<file path="src/rtl/snake_step_controller_if.sv">
`default_nettype none
// ============================================================================
// Module      : snake_step_controller_if
// Description : Step handshake between the step controller and the snake
//               datapath. The controller offers a step (StepValid/StepDir).
//               The datapath accepts it (StepReady), then reports completion
//               (DoneValid) together with the collision result (Collision).
//   master : StepValid, StepDir out; StepReady, DoneValid, Collision in
//   slave  : StepValid, StepDir in;  StepReady, DoneValid, Collision out
// Revision    : 1.0 - initial release
// ============================================================================
interface snake_step_controller_if;
  logic       StepValid;
  logic [1:0] StepDir;
  logic       StepReady;
  logic       DoneValid;
  logic       Collision;

  modport master (
    output StepValid,
    output StepDir,
    input  StepReady,
    input  DoneValid,
    input  Collision
  );

  modport slave (
    input  StepValid,
    input  StepDir,
    output StepReady,
    output DoneValid,
    output Collision
  );
endinterface
`default_nettype wire

</file>
<file path="src/rtl/snake_step_controller.sv">
`default_nettype none
// ============================================================================
// Module      : snake_step_controller
// Description : Game-step pacing for a snake game. A tick counter derived
//               from BASE_PERIOD and SpeedLevel requests one step per tick
//               from the snake datapath, tracks the direction from button
//               presses and enters a DEAD state on collision.
// Ports       :
//   MasterClock      in   sole clock, rising edge
//   ResetN           in   asynchronous active-low reset
//   SpeedLevel[1:0]  in   step period = BASE_PERIOD >> SpeedLevel
//   Btn[3:0]         in   one-cycle press pulses {Up,Down,Left,Right}
//   Pause            in   freezes stepping when STEP_PAUSE_EN is defined
//   Restart          in   pulse, leaves DEAD
//   stepBus          --   step handshake (master side)
//   Dead             out  high while in DEAD
//   Overrun          out  sticky: tick arrived while a step was outstanding
// Build option: define STEP_PAUSE_EN to make Pause suppress ticks and hold
//               the tick counter; otherwise Pause is ignored.
// Direction codes: 00 Up, 01 Down, 10 Left, 11 Right.
// Revision    : 1.0 - initial release
// ============================================================================
module snake_step_controller #(
  parameter int BASE_PERIOD = 50000000
) (
  input  wire logic                  MasterClock,
  input  wire logic                  ResetN,
  input  wire logic [1:0]            SpeedLevel,
  input  wire logic [3:0]            Btn,
  input  wire logic                  Pause,
  input  wire logic                  Restart,
  snake_step_controller_if.master    stepBus,
  output logic                       Dead,
  output logic                       Overrun
);

  localparam int              CNT_W         = 26;
  localparam logic [CNT_W-1:0] c_basePeriod = CNT_W'(BASE_PERIOD);
  localparam logic [1:0]      c_dirUp       = 2'b00;
  localparam logic [1:0]      c_dirDown     = 2'b01;
  localparam logic [1:0]      c_dirLeft     = 2'b10;
  localparam logic [1:0]      c_dirRight    = 2'b11;

  typedef enum logic [1:0] {
    ST_IDLE  = 2'd0,
    ST_ISSUE = 2'd1,
    ST_WAIT  = 2'd2,
    ST_DEAD  = 2'd3
  } state_t;

  state_t           r_state;
  state_t           w_stateNext;
  logic [CNT_W-1:0] r_tickCount;
  logic [1:0]       r_curDir;
  logic [1:0]       r_nextDir;
  logic [1:0]       r_stepDir;
  logic             r_overrun;

  logic [1:0]       w_curDirNext;
  logic [1:0]       w_nextDirNext;
  logic [1:0]       w_stepDirNext;
  logic             w_overrunNext;

  logic [CNT_W-1:0] w_periodM1;
  logic             w_paused;
  logic             w_tick;
  logic [1:0]       w_btnDir;
  logic [1:0]       w_refDir;
  logic             w_btnAccept;
  logic [1:0]       w_nextDirPress;
  logic             w_restart;

  // --------------------------------------------------------------------------
  // Tick generation
  // --------------------------------------------------------------------------
`ifdef STEP_PAUSE_EN
  assign w_paused = Pause;
`else
  // Pause is kept on the port for pin compatibility but has no effect.
  assign w_paused = Pause & 1'b0;
`endif

  assign w_periodM1 = (c_basePeriod >> SpeedLevel) - CNT_W'(1);

  // ">=" rather than "==" so that a speed-up that leaves the count beyond
  // the new terminal value still produces a tick and wraps immediately.
  assign w_tick = (r_state != ST_DEAD) && !w_paused &&
                  (r_tickCount >= w_periodM1);

  always_ff @(posedge MasterClock or negedge ResetN) begin
    if (!ResetN) begin
      r_tickCount <= '0;
    end else if (r_state == ST_DEAD) begin
      r_tickCount <= '0;
    end else if (w_paused) begin
      r_tickCount <= r_tickCount;
    end else if (w_tick) begin
      r_tickCount <= '0;
    end else begin
      r_tickCount <= r_tickCount + CNT_W'(1);
    end
  end

  // --------------------------------------------------------------------------
  // Button decode
  // --------------------------------------------------------------------------
  always_comb begin
    w_btnDir = c_dirRight;
    unique case (Btn)
      4'b1000: w_btnDir = c_dirUp;
      4'b0100: w_btnDir = c_dirDown;
      4'b0010: w_btnDir = c_dirLeft;
      default: w_btnDir = c_dirRight;
    endcase
  end

  // While a step is on offer, the direction about to be committed is the
  // latched StepDir, so presses are judged against it instead of CurDir;
  // this keeps the snake from reversing into itself after the commit.
  assign w_refDir = (r_state == ST_ISSUE) ? r_stepDir : r_curDir;

  // Opposite directions differ only in bit 0 (Up/Down, Left/Right).
  assign w_btnAccept = (r_state != ST_DEAD) && $onehot(Btn) &&
                       (w_btnDir != (w_refDir ^ 2'b01));

  assign w_nextDirPress = w_btnAccept ? w_btnDir : r_nextDir;

  assign w_restart = (r_state == ST_DEAD) && Restart;

  // --------------------------------------------------------------------------
  // FSM: next-state and datapath register updates
  // --------------------------------------------------------------------------
  always_comb begin
    w_stateNext   = r_state;
    w_curDirNext  = r_curDir;
    w_nextDirNext = w_nextDirPress;
    w_stepDirNext = r_stepDir;
    w_overrunNext = r_overrun;

    unique case (r_state)
      ST_IDLE: begin
        if (w_tick) begin
          w_stateNext   = ST_ISSUE;
          // Include a press landing in the tick cycle: latest press wins.
          w_stepDirNext = w_nextDirPress;
        end
      end
      ST_ISSUE: begin
        if (w_tick) begin
          w_overrunNext = 1'b1;
        end
        if (stepBus.StepReady) begin
          w_stateNext  = ST_WAIT;
          w_curDirNext = r_stepDir;
        end
      end
      ST_WAIT: begin
        if (w_tick) begin
          w_overrunNext = 1'b1;
        end
        if (stepBus.DoneValid) begin
          w_stateNext = stepBus.Collision ? ST_DEAD : ST_IDLE;
        end
      end
      ST_DEAD: begin
        if (w_restart) begin
          w_stateNext   = ST_IDLE;
          w_curDirNext  = c_dirRight;
          w_nextDirNext = c_dirRight;
          w_stepDirNext = c_dirRight;
          w_overrunNext = 1'b0;
        end
      end
      default: begin
        w_stateNext = ST_IDLE;
      end
    endcase
  end

  always_ff @(posedge MasterClock or negedge ResetN) begin
    if (!ResetN) begin
      r_state   <= ST_IDLE;
      r_curDir  <= c_dirRight;
      r_nextDir <= c_dirRight;
      r_stepDir <= c_dirRight;
      r_overrun <= 1'b0;
    end else begin
      r_state   <= w_stateNext;
      r_curDir  <= w_curDirNext;
      r_nextDir <= w_nextDirNext;
      r_stepDir <= w_stepDirNext;
      r_overrun <= w_overrunNext;
    end
  end

  // --------------------------------------------------------------------------
  // Outputs are decoded straight from registers so that reset drops
  // StepValid without waiting for a clock edge.
  // --------------------------------------------------------------------------
  assign stepBus.StepValid = (r_state == ST_ISSUE);
  assign stepBus.StepDir   = r_stepDir;
  assign Dead              = (r_state == ST_DEAD);
  assign Overrun           = r_overrun;

endmodule
`default_nettype wire

</file>
<file path="src/flat_wrapper.sv">
// flat-port wrapper written by rule: the top's interface ports become plain ports
module snake_step_controller_flat 
#(
  parameter int BASE_PERIOD = 50000000
)
  (MasterClock, ResetN, SpeedLevel, Btn, Pause, Restart, Dead, Overrun, stepBus_StepValid, stepBus_StepDir, stepBus_StepReady, stepBus_DoneValid, stepBus_Collision);
  snake_step_controller_if stepBus_i ();
  input  wire logic MasterClock;
  input  wire logic ResetN;
  input  wire logic [1:0] SpeedLevel;
  input  wire logic [3:0] Btn;
  input  wire logic Pause;
  input  wire logic Restart;
  output logic Dead;
  output logic Overrun;
  output wire logic [$bits(stepBus_i.StepValid)-1:0] stepBus_StepValid;
  output wire logic [$bits(stepBus_i.StepDir)-1:0] stepBus_StepDir;
  input wire logic [$bits(stepBus_i.StepReady)-1:0] stepBus_StepReady;
  input wire logic [$bits(stepBus_i.DoneValid)-1:0] stepBus_DoneValid;
  input wire logic [$bits(stepBus_i.Collision)-1:0] stepBus_Collision;
  assign stepBus_StepValid = stepBus_i.StepValid;
  assign stepBus_StepDir = stepBus_i.StepDir;
  assign stepBus_i.StepReady = stepBus_StepReady;
  assign stepBus_i.DoneValid = stepBus_DoneValid;
  assign stepBus_i.Collision = stepBus_Collision;
  snake_step_controller #(.BASE_PERIOD(BASE_PERIOD)) u_core (.MasterClock(MasterClock), .ResetN(ResetN), .SpeedLevel(SpeedLevel), .Btn(Btn), .Pause(Pause), .Restart(Restart), .stepBus(stepBus_i), .Dead(Dead), .Overrun(Overrun));
endmodule
</file>
<file path="config.mk">
export PLATFORM = sky130hd
export DESIGN_NAME = snake_step_controller_flat
export DESIGN_NICKNAME = d
export VERILOG_FILES = /design/src/rtl/snake_step_controller_if.sv /design/src/rtl/snake_step_controller.sv /design/src/flat_wrapper.sv
export SDC_FILE = /design/constraint.sdc
export NUM_CORES = 1
export LEC_CHECK = 0
export ABC_AREA = 1
export BUFFER_PORTS_ARGS = -buffer_cell sky130_fd_sc_hd__buf_2
export CAP_MARGIN = 10
export CORE_MARGIN = 3
export CORE_UTILIZATION = 61
export DETAILED_ROUTE_END_ITERATION = 10
export PLACE_DENSITY = 0.91
export SETUP_SLACK_MARGIN = 0.1
export SLEW_MARGIN = 20
export SYNTH_ARGS = -nofsm -noshare
export SYNTH_HDL_FRONTEND = slang
export SYNTH_SLANG_ARGS = --single-unit
export TNS_END_PERCENT = 1
</file>
<file path="constraint.sdc">
create_clock -name MasterClock -period 2.15 [get_ports MasterClock]
set_input_delay 0.1075 -clock MasterClock [delete_from_list [all_inputs] [get_ports MasterClock]]
set_output_delay 0.1075 -clock MasterClock [all_outputs]
set_load 0.01 [all_outputs]
</file>
==> results.cfg, run 1 <==
[power_and_ir_drop]
vdd_drop_max_mv = 0.557
power_density_nw_per_um2 = 777
leakage_nw = 1.65

[global_routing]
top_usage_layer = met2
grt_pass1_wl_um = 10700
grt_use_met2 = 0.404
grt_pass1_vias = 2450
use_met1 = 0.335
grt_use_met3 = 0.0514
antenna_found_initial = 0
gr-total-overflow = 0
grt_usage = 0.253
grt_max_degree = 36

[yosys]
synth_seq_cells = 35
syn_inst = 368
synth_warnings = 0
seq_area_frac_synth = 0.310
synth.distinct_cells = 37
syn_avg_cell_area_um2 = 7.75
synth_area_um2 = 2850

[worst_setup_path]
crit_arrival_ns = 2.19
start_kind = register
crit_path_end_kind = register
cp_max_fo = 5
crit_required_ns = 2.33
path_class = register to register

[drt]
dr.first_iter.drc_count = 159
first_pass_iters = 5
drc = 0
ant_nets = 0
routedWlPerCell_um = 14.4
viasPerCell = 5.61
vias = 2534
totalWireLength_um = 6530

[sta]
tightest_slew_ns = 0.766
finalClockSkew_ns = 0.00664
timing.fmax_mhz = 499
min_period_over_period = 0.933
slew_viol_final = 0
grt_setup_unrepaired = yes
period_needed_ns = 2.01
setup_viol = 0
maxSlewHeadroom = 0.489
hold_viol = 0

[floorplanning]
die-area_um2 = 5530
start_util = 0.642
num_rows = 24
core_um2 = 4440
dieHeight_um = 74.4
die_w_um = 74.4
ios = 18

[cells_and_area]
fillCellCount = 327
final_area_um2 = 3190
area_growth_pct = 11.7
n_antenna_cell = 0
fin_util = 0.717
drive_above_1_share = 0.215
final_nets = 447

[clocking]
clk_pin_slew_ns = 0.07
clock-sinks = 35
cts.htree.levels = 2
tritoncts = yes
clockBufferDepth = 2
clkLatencyLatePin_ns = 0.29
root_buffer = clkbuf_8
cts_buffers = 5

[job]
cap_violations = 0

[placement]
io_buffers = 16
dpl-instance-area_um2 = 3050
hpwl_um = 4980
gp_congestion = 0.959

[outcome]
status = finished clean

[hold_path]
hp-class = primary input to register
==> power breakdown <==
part	switching (mW)	leakage (nW)	internal [mW]
Sequential	0.122	0.448	0.833
Clock	0.234	0.0422	0.227
Combinational	0.656	1.16	0.403
Total	1.01	1.65	1.46
==> kinds of logic (layout without fill, tap and decap cells) <==
| logic type | after synthesis | count (layout) | synth area share |
|---|---|---|---|
| AO/OA/AOI/OAI | 26 | 26 | 0.0588 |
| flip-flops | 35 | 35 | 0.310 |
| buffers and inverters | 56 | 87 | 0.0772 |
| AND/OR/NAND/NOR | 202 | 202 | 0.359 |
| adder cells (fa/ha/maj) | 35 | 35 | 0.156 |
| other | 2 | 3 | 0.00263 |
| XOR/XNOR | 12 | 12 | 0.0368 |
==> cells in the final DEF (no fill, tap or decap), drive strengths merged, types with 3 or more instances in the layout <==
cell type / netlist / routed
a21oi: 9 / 9
dfrtp: 29 / 29
o211ai: 3 / 3
xor2: 7 / 7
nor3: 18 / 18
clkbuf: 0 / 7
nand4: 11 / 11
xnor2: 5 / 5
dfstp: 6 / 6
nor4: 3 / 3
nand2: 86 / 86
ha: 34 / 34
conb: 2 / 3
nor2: 52 / 52
inv: 52 / 52
buf: 3 / 25
o21ai: 10 / 10
nand3: 27 / 27
==> metrics by stage <==
stage | std cells | setup slack (ns) | power [mW] | hold WS [ns] | setup TNS [ns]
finish | 452 | 0.145 | 2.48 | 0.0966 | 0
global route | 452 | 0.0196 | 2.64 | 0.0879 | 0
CTS | 451 | 0.117 | 2.47 | 0.0829 | 0
detailed placement | 442 | -0.0193 | 1.99 | 0.214 | -0.0452
global placement | 442 | 0.0938 | 1.91 | 0.208 | 0
floorplan | 369 | 0.261 | 1.70 | -0.188 | 0
==> worst paths after layout <==
check                                            start                      to  slack, ns  cells past startpoint
max in group asynchronous                       ResetN  u_core.r_tickCount[25]       1.17                      2
worst max register to register  u_core.r_tickCount[23]          u_core.Overrun       0.14                     12
worst min-delay path                           Restart     u_core.r_nextDir[1]        0.1                      3
worst max-delay path            u_core.r_tickCount[23]          u_core.Overrun       0.14                     12
min in group asynchronous                       ResetN  u_core.r_tickCount[13]       0.44                      2
worst min register to register      u_core.r_curDir[0]      u_core.r_curDir[0]       0.48                      2
==> cell usage after synthesis, drive strengths merged <==
master,number,area share
a211oi,2,0.0088
fa,1,0.0070
xor2,7,0.021
nor3b,2,0.0053
conb,2,0.0026
buf,3,0.0075
xnor2,5,0.015
inv,52,0.068
a21oi,9,0.016
a31oi,1,0.0022
clkinv,1,0.0013
nand2,86,0.13
and2,1,0.0022
nor4,3,0.0088
nor3,18,0.048
dfrtp,29,0.25
dfstp,6,0.055
nand3,27,0.053
nor2,52,0.082
a21o,1,0.0026
ha,34,0.15
o21ai,10,0.021
or2,2,0.0044
nand4,11,0.029
o211ai,3,0.0079
==> per-layer routing <==
metal / vias up / share of wire
met3: 13 / 0.056
met5: - / 0
met1: 1191 / 0.44
met4: 0 / 0.019
met2: 75 / 0.48
li1: 1255 / -
==> state kept, by name, indices dropped and copies added (netlist names) <==
name                    flops
u_core.r_curDir             2
u_core.stepBus.StepDir      2
u_core.Overrun              1
u_core.r_tickCount         26
u_core.r_state              2
u_core.r_nextDir            2
==> critical path: stages, from the launching register on <==
cell and delay [ns]:
dfrtp_1 0.44, ha_1 0.30, inv_1 0.04, nor2_2 0.16
nand3_2 0.14, nor2_4 0.14, nand3_2 0.13, nand3_2 0.12
nand2_2 0.08, nand2_1 0.10, nand3_1 0.10, nand2_1 0.08
nand2_1 0.05
==> area by class of cell <==
| class | instances | area [um^2] | share of cell area |
|---|---|---|---|
| clock buffers | 7 | 76.3 | 0.0239 |
| clock inverters | 1 | 5.00 | 0.00157 |
| multi-input cells | 278 | 1780 | 0.559 |
| flip-flops and latches | 35 | 888 | 0.279 |
| repair buffers | 26 | 170 | 0.0534 |
| inverters | 53 | 199 | 0.0624 |
| well taps | 52 | 65.1 | 0.0204 |
==> timing repair <==
action	in CTS	in global routing
pin swaps	0	2
setup endpoints to repair	1	5
buffers inserted	0	1
gates resized for setup	1	9
hold endpoints to repair	29	0
hold buffers	1	0
(Power assumes the default switching activity.)
==> run 2, diff against run 1 <==
==> constraint.sdc (replaced) <==
create_clock -name MasterClock -period 2.2 [get_ports MasterClock]
set_input_delay 0.33 -clock MasterClock [delete_from_list [all_inputs] [get_ports MasterClock]]
set_output_delay 0.33 -clock MasterClock [all_outputs]
set_load 0.02 [all_outputs]
==> run 2 against run 1 <==
Effect of this change: clock-buffer cell count stayed put; largest cell class unchanged; register-to-register slack better by 0.02 ns; hold slack better by 0.011 ns; clock skew is 0.0026 ns lower; critical path type unchanged; worst setup slack better by 0.023 ns; total power is 0.38% higher; highest routed layer unchanged; first-iteration DRC count is 27% higher; final cell count is 1.3% higher; clock power is 6.5% higher; die area stayed put.
==> results.cfg, run 2 (synthesis gave the netlist of run 1 again) <==
[clocking]
postCtsHoldBufs = 0
cts_buffers = 5
clkLatencyLatePin_ns = 0.30
clock-sinks = 35
cts.htree.levels = 2
root_buffer = clkbuf_8
tritoncts = yes
clk_pin_slew_ns = 0.07
clockBufferDepth = 2

[sta]
finalClockSkew_ns = 0.00405
maxSlewHeadroom = 0.478
hold_viol = 0
tightest_slew_ns = 0.782
timing.fmax_mhz = 492
whs_ns = 0.107
min_period_over_period = 0.924
period_needed_ns = 2.03
grt_setup_unrepaired = yes
slew_viol_final = 0
setup_viol = 0

[cells_and_area]
drive_above_1_share = 0.227
final_nets = 453
final_common_cell = nand2_1
largest_register_ffs = 26
multi_input_area_um2 = 1820
regArea_um2 = 883
fillCellCount = 312
area_growth_pct = 14.5
regMostFlops = u_core.r_tickCount
fin_util = 0.735
layout_common_cells = nand2_1, inv_1, nor2_1
final_cells = 458
final_area_um2 = 3270
n_antenna_cell = 0

[floorplanning]
die-area_um2 = 5530
die_w_um = 74.4
ios = 18
start_util = 0.642
core_um2 = 4440
num_rows = 24
dieHeight_um = 74.4

[placement]
hpwl_um = 5110
gp_congestion = 0.918
io_buffers = 16
dpl-instance-area_um2 = 3110
dp_cells = 449

[hold_path]
hp-class = primary input to asynchronous set/reset pin

[global_routing]
gr-total-overflow = 0
antenna_found_initial = 0
grt_pass1_wl_um = 10900
grt_max_degree = 36
grt_pass1_vias = 2476
grt_usage = 0.259

[power_and_ir_drop]
totalPowerFinal_mw = 2.48
power_density_nw_per_um2 = 761
leakage_nw = 1.71
vdd_drop_max_mv = 0.635

[drt]
wl_met2_um = 3360
ant_nets = 0
drc = 0
first_pass_iters = 5
viasPerCell = 5.83
totalWireLength_um = 6960
highest_layer = met4
wl_met3_um = 471
routedWlPerCell_um = 15.2
vias = 2669
dr.first_iter.drc_count = 202
wl_met1_um = 2850

[outcome]
status = finished clean

[worst_setup_path]
start_kind = register
crit_path_end_kind = register
path_class = register to register
crit_required_ns = 2.39
cp_max_fo = 6
crit_arrival_ns = 2.22

[job]
cap_violations = 0
-- run 2: changes by cell type in the layout (fill, tap and decap cells not counted), sizes merged --
cell | before | now
buf | 25 | 32
dlygate4sd3 | 1 | 0
-- run 2: worst max-delay path, cell delays in order, from the launching register on --
cell	delay, ns
dfrtp_1	0.46
ha_1	0.32
inv_1	0.07
nor2_2	0.14
nand3_2	0.14
nor2_4	0.19
nand3_4	0.12
nand3_4	0.09
nand2_2	0.08
o21ai_4	0.12
nand2_2	0.08
nand2_1	0.06
nand2_1	0.06
-- run 2: area by class of cell --
cell class	instances	share of cell area
clock inverters	1	0.00153
repair buffers	32	0.0651
flip-flops and latches	35	0.270
multi-input cells	278	0.556
inverters	53	0.0609
well taps	52	0.0199
clock buffers	7	0.0264
-- run 2: layer usage --
metal / up-vias / track usage
met5: - / 0
met2: 122 / 0.421
met3: 29 / 0.0500
met1: 1250 / 0.340
met4: 0 / 0.103
li1: 1268 / -
-- run 2: where the power goes --
group,switching [mW],internal [mW],leakage (nW)
Sequential,0.120,0.813,0.455
Clock,0.239,0.253,0.0482
Combinational,0.668,0.392,1.21
-- run 2: final timing paths --
path	depth (start not counted)	from	endpoint	slack (ns)
setup / recovery	12	u_core.r_tickCount[23]	u_core.r_state[1]	0.17
setup reg to reg	12	u_core.r_tickCount[23]	u_core.r_state[1]	0.17
min in group MasterClock	3	Restart	u_core.r_nextDir[0]	0.31
hold / removal	1	ResetN	u_core.r_state[0]	0.11
max in group asynchronous	1	ResetN	u_core.r_tickCount[2]	1.59
hold reg to reg	2	u_core.r_curDir[0]	u_core.r_curDir[0]	0.48
-- run 2: through the flow --
step | setup WS, ns | TNS, ns
finish | 0.167 | 0
global route | 0.0346 | 0
CTS | 0.165 | 0
detailed placement | -0.138 | -0.913
global placement | -0.0158 | -0.0498
floorplan | 0.116 | 0
-- run 2: what timing repair did --
item | in CTS | in global routing
gates resized for setup | 0 | 12
setup buffers | 0 | 1
setup endpoints to repair | 0 | 7
==> run 3, diff against run 2 <==
--- a/config.mk
+++ b/config.mk
@@ -8,3 +8,3 @@
 export ABC_AREA = 1
-export BUFFER_PORTS_ARGS = -buffer_cell sky130_fd_sc_hd__buf_2
+export BUFFER_PORTS_ARGS = -buffer_cell sky130_fd_sc_hd__buf_4
 export CAP_MARGIN = 10
--- a/constraint.sdc
+++ b/constraint.sdc
@@ -3,2 +3,2 @@
 set_output_delay 0.33 -clock MasterClock [all_outputs]
-set_load 0.02 [all_outputs]
+set_load 0.1 [all_outputs]
==> run 3 against run 2 <==
Effect of this change: combinational power rose by 25%; sequential share of layout area is 0.34 points higher; design area fell by 1.2%; non-clock buffer count fell by 3; flip-flop and latch count unchanged; die area unchanged; clock-buffer cell count is the same; register-to-register slack improved by 0.04 ns; clock skew decreased by 0.00076 ns; via count is 4.7% lower.
==> results.cfg, run 3 (synthesis gave the netlist of run 1 again) <==
[global_routing]
grt_pass1_wl_um = 10400
gr-total-overflow = 0
grt_usage = 0.246
grt_pass1_vias = 2401
grt_max_degree = 36
antenna_found_initial = 0

[worst_setup_path]
reg2reg_setup_slack_ns = 0.21
crit_required_ns = 2.38
r2r_end = u_core.r_state[0]
startpoint = u_core.r_tickCount[25]
path_class = register to register
reg2reg_depth = 12
r2r-start = u_core.r_tickCount[25]
start_kind = register
crit_end = u_core.r_state[0]
crit_path_end_kind = register
cp_max_fo = 6
crit_arrival_ns = 2.17

[floorplanning]
num_rows = 24
die-area_um2 = 5530
start_util = 0.642
dieHeight_um = 74.4
core_um2 = 4440
ios = 18
die_w_um = 74.4

[cells_and_area]
n_antenna_cell = 0
final_nets = 450
layout_common_cells = nand2_1, inv_1, nor2_1
area_growth_pct = 13.1
final_cells = 455
largest_register_ffs = 26
fillCellCount = 324
regMostFlops = u_core.r_tickCount
drive_above_1_share = 0.208
final_common_cell = nand2_1
final_area_um2 = 3230

[drt]
vias = 2544
totalWireLength_um = 6140
routedWlPerCell_um = 13.5
wl_met1_um = 2720
highest_layer = met4
drc = 0
dr.first_iter.drc_count = 208
first_pass_iters = 5
wl_met2_um = 2960
ant_nets = 0
viasPerCell = 5.59
wl_met3_um = 317

[clocking]
cts_setup_buffers = 0
tritoncts = yes
clockBufferDepth = 2
clk_pin_slew_ns = 0.07
root_buffer = clkbuf_8
cts.htree.levels = 2
cts_buffers = 5
clock-sinks = 35
clkLatencyLatePin_ns = 0.29

[sta]
hold_viol = 0
min_period_over_period = 0.905
setup_viol = 0
finalClockSkew_ns = 0.00330
period_needed_ns = 1.99
timing.fmax_mhz = 502
whs_ns = 0.320
slew_viol_final = 0
grt_setup_unrepaired = yes
tns_ns = 0

[power_and_ir_drop]
totalPowerFinal_mw = 2.69
vdd_drop_max_mv = 0.655
leakage_nw = 1.69
power_density_nw_per_um2 = 834

[job]
cap_violations = 0

[placement]
hpwl_um = 4830
io_buffers = 16
dp_cells = 446
dpl-instance-area_um2 = 3130
gp_congestion = 0.963

[hold_path]
hp-class = primary input to register

[outcome]
status = finished clean
run 3: changes by cell type in the layout (fill, tap and decap cells not counted), sizes merged:
cell / previous run / this run
buf: 32 / 28
dlygate4sd3: 0 / 1
run 3: metal layers:
layer / GRT usage / vias up
met3: 0.0459 / 20
met4: 0.0929 / 0
met2: 0.413 / 92
li1: - / 1258
met5: 0 / -
met1: 0.317 / 1174
run 3: how the worst min path moves through the flow:
| stage | from | end | slack [ns] | depth (start not counted) |
|---|---|---|---|---|
| after floorplan | ResetN | u_core.Overrun | 0.03 | 0 |
| after global placement | ResetN | u_core.Overrun | 0.30 | 1 |
| after detailed placement | ResetN | u_core.r_tickCount[24] | 0.30 | 1 |
| after CTS | Restart | u_core.r_nextDir[1] | 0.32 | 3 |
| after global routing | Restart | u_core.r_nextDir[1] | 0.33 | 3 |
| final | Restart | u_core.r_nextDir[1] | 0.32 | 3 |
run 3: critical path: stages, from the launching register on:
cell and delay, ns:
dfrtp_1 0.43, ha_1 0.33, nand2_1 0.05, nor2_1 0.14
nand3_1 0.13, nor2_2 0.16, nand3_2 0.14, nand3_2 0.12
nand2_2 0.09, o21ai_4 0.11, nand2_2 0.07, nand2_1 0.06
nand2_1 0.05
run 3: final cells by class:
cell class              count  area, um^2  share of cell area
repair buffers             29         233              0.0721
multi-input cells         278        1770               0.547
flip-flops and latches     35         883               0.274
well taps                  52        65.1              0.0202
clock inverters             1        5.00             0.00155
inverters                  53         199              0.0617
clock buffers               7        76.3              0.0237
run 3: through the flow:
stage | worst slack, ns | utilization
after global placement | -0.00475 | 0.703
after floorplan | -0.298 | -
after detailed placement | -0.0627 | 0.703
after global routing | 0.0838 | 0.726
after CTS | 0.225 | 0.724
final | 0.209 | 0.726
run 3: report_power, final:
group,internal [mW],switching (mW),leakage [nW]
Clock,0.222,0.217,0.0422
Combinational,0.417,0.900,1.19
Sequential,0.813,0.121,0.455
Total,1.45,1.24,1.69
run 3: timing repair:
| action | CTS | global route |
|---|---|---|
| setup endpoints to repair | 0 | 6 |
| gates resized for setup | 0 | 3 |
| hold buffers | 1 | 0 |
| hold endpoints to repair | 19 | 0 |
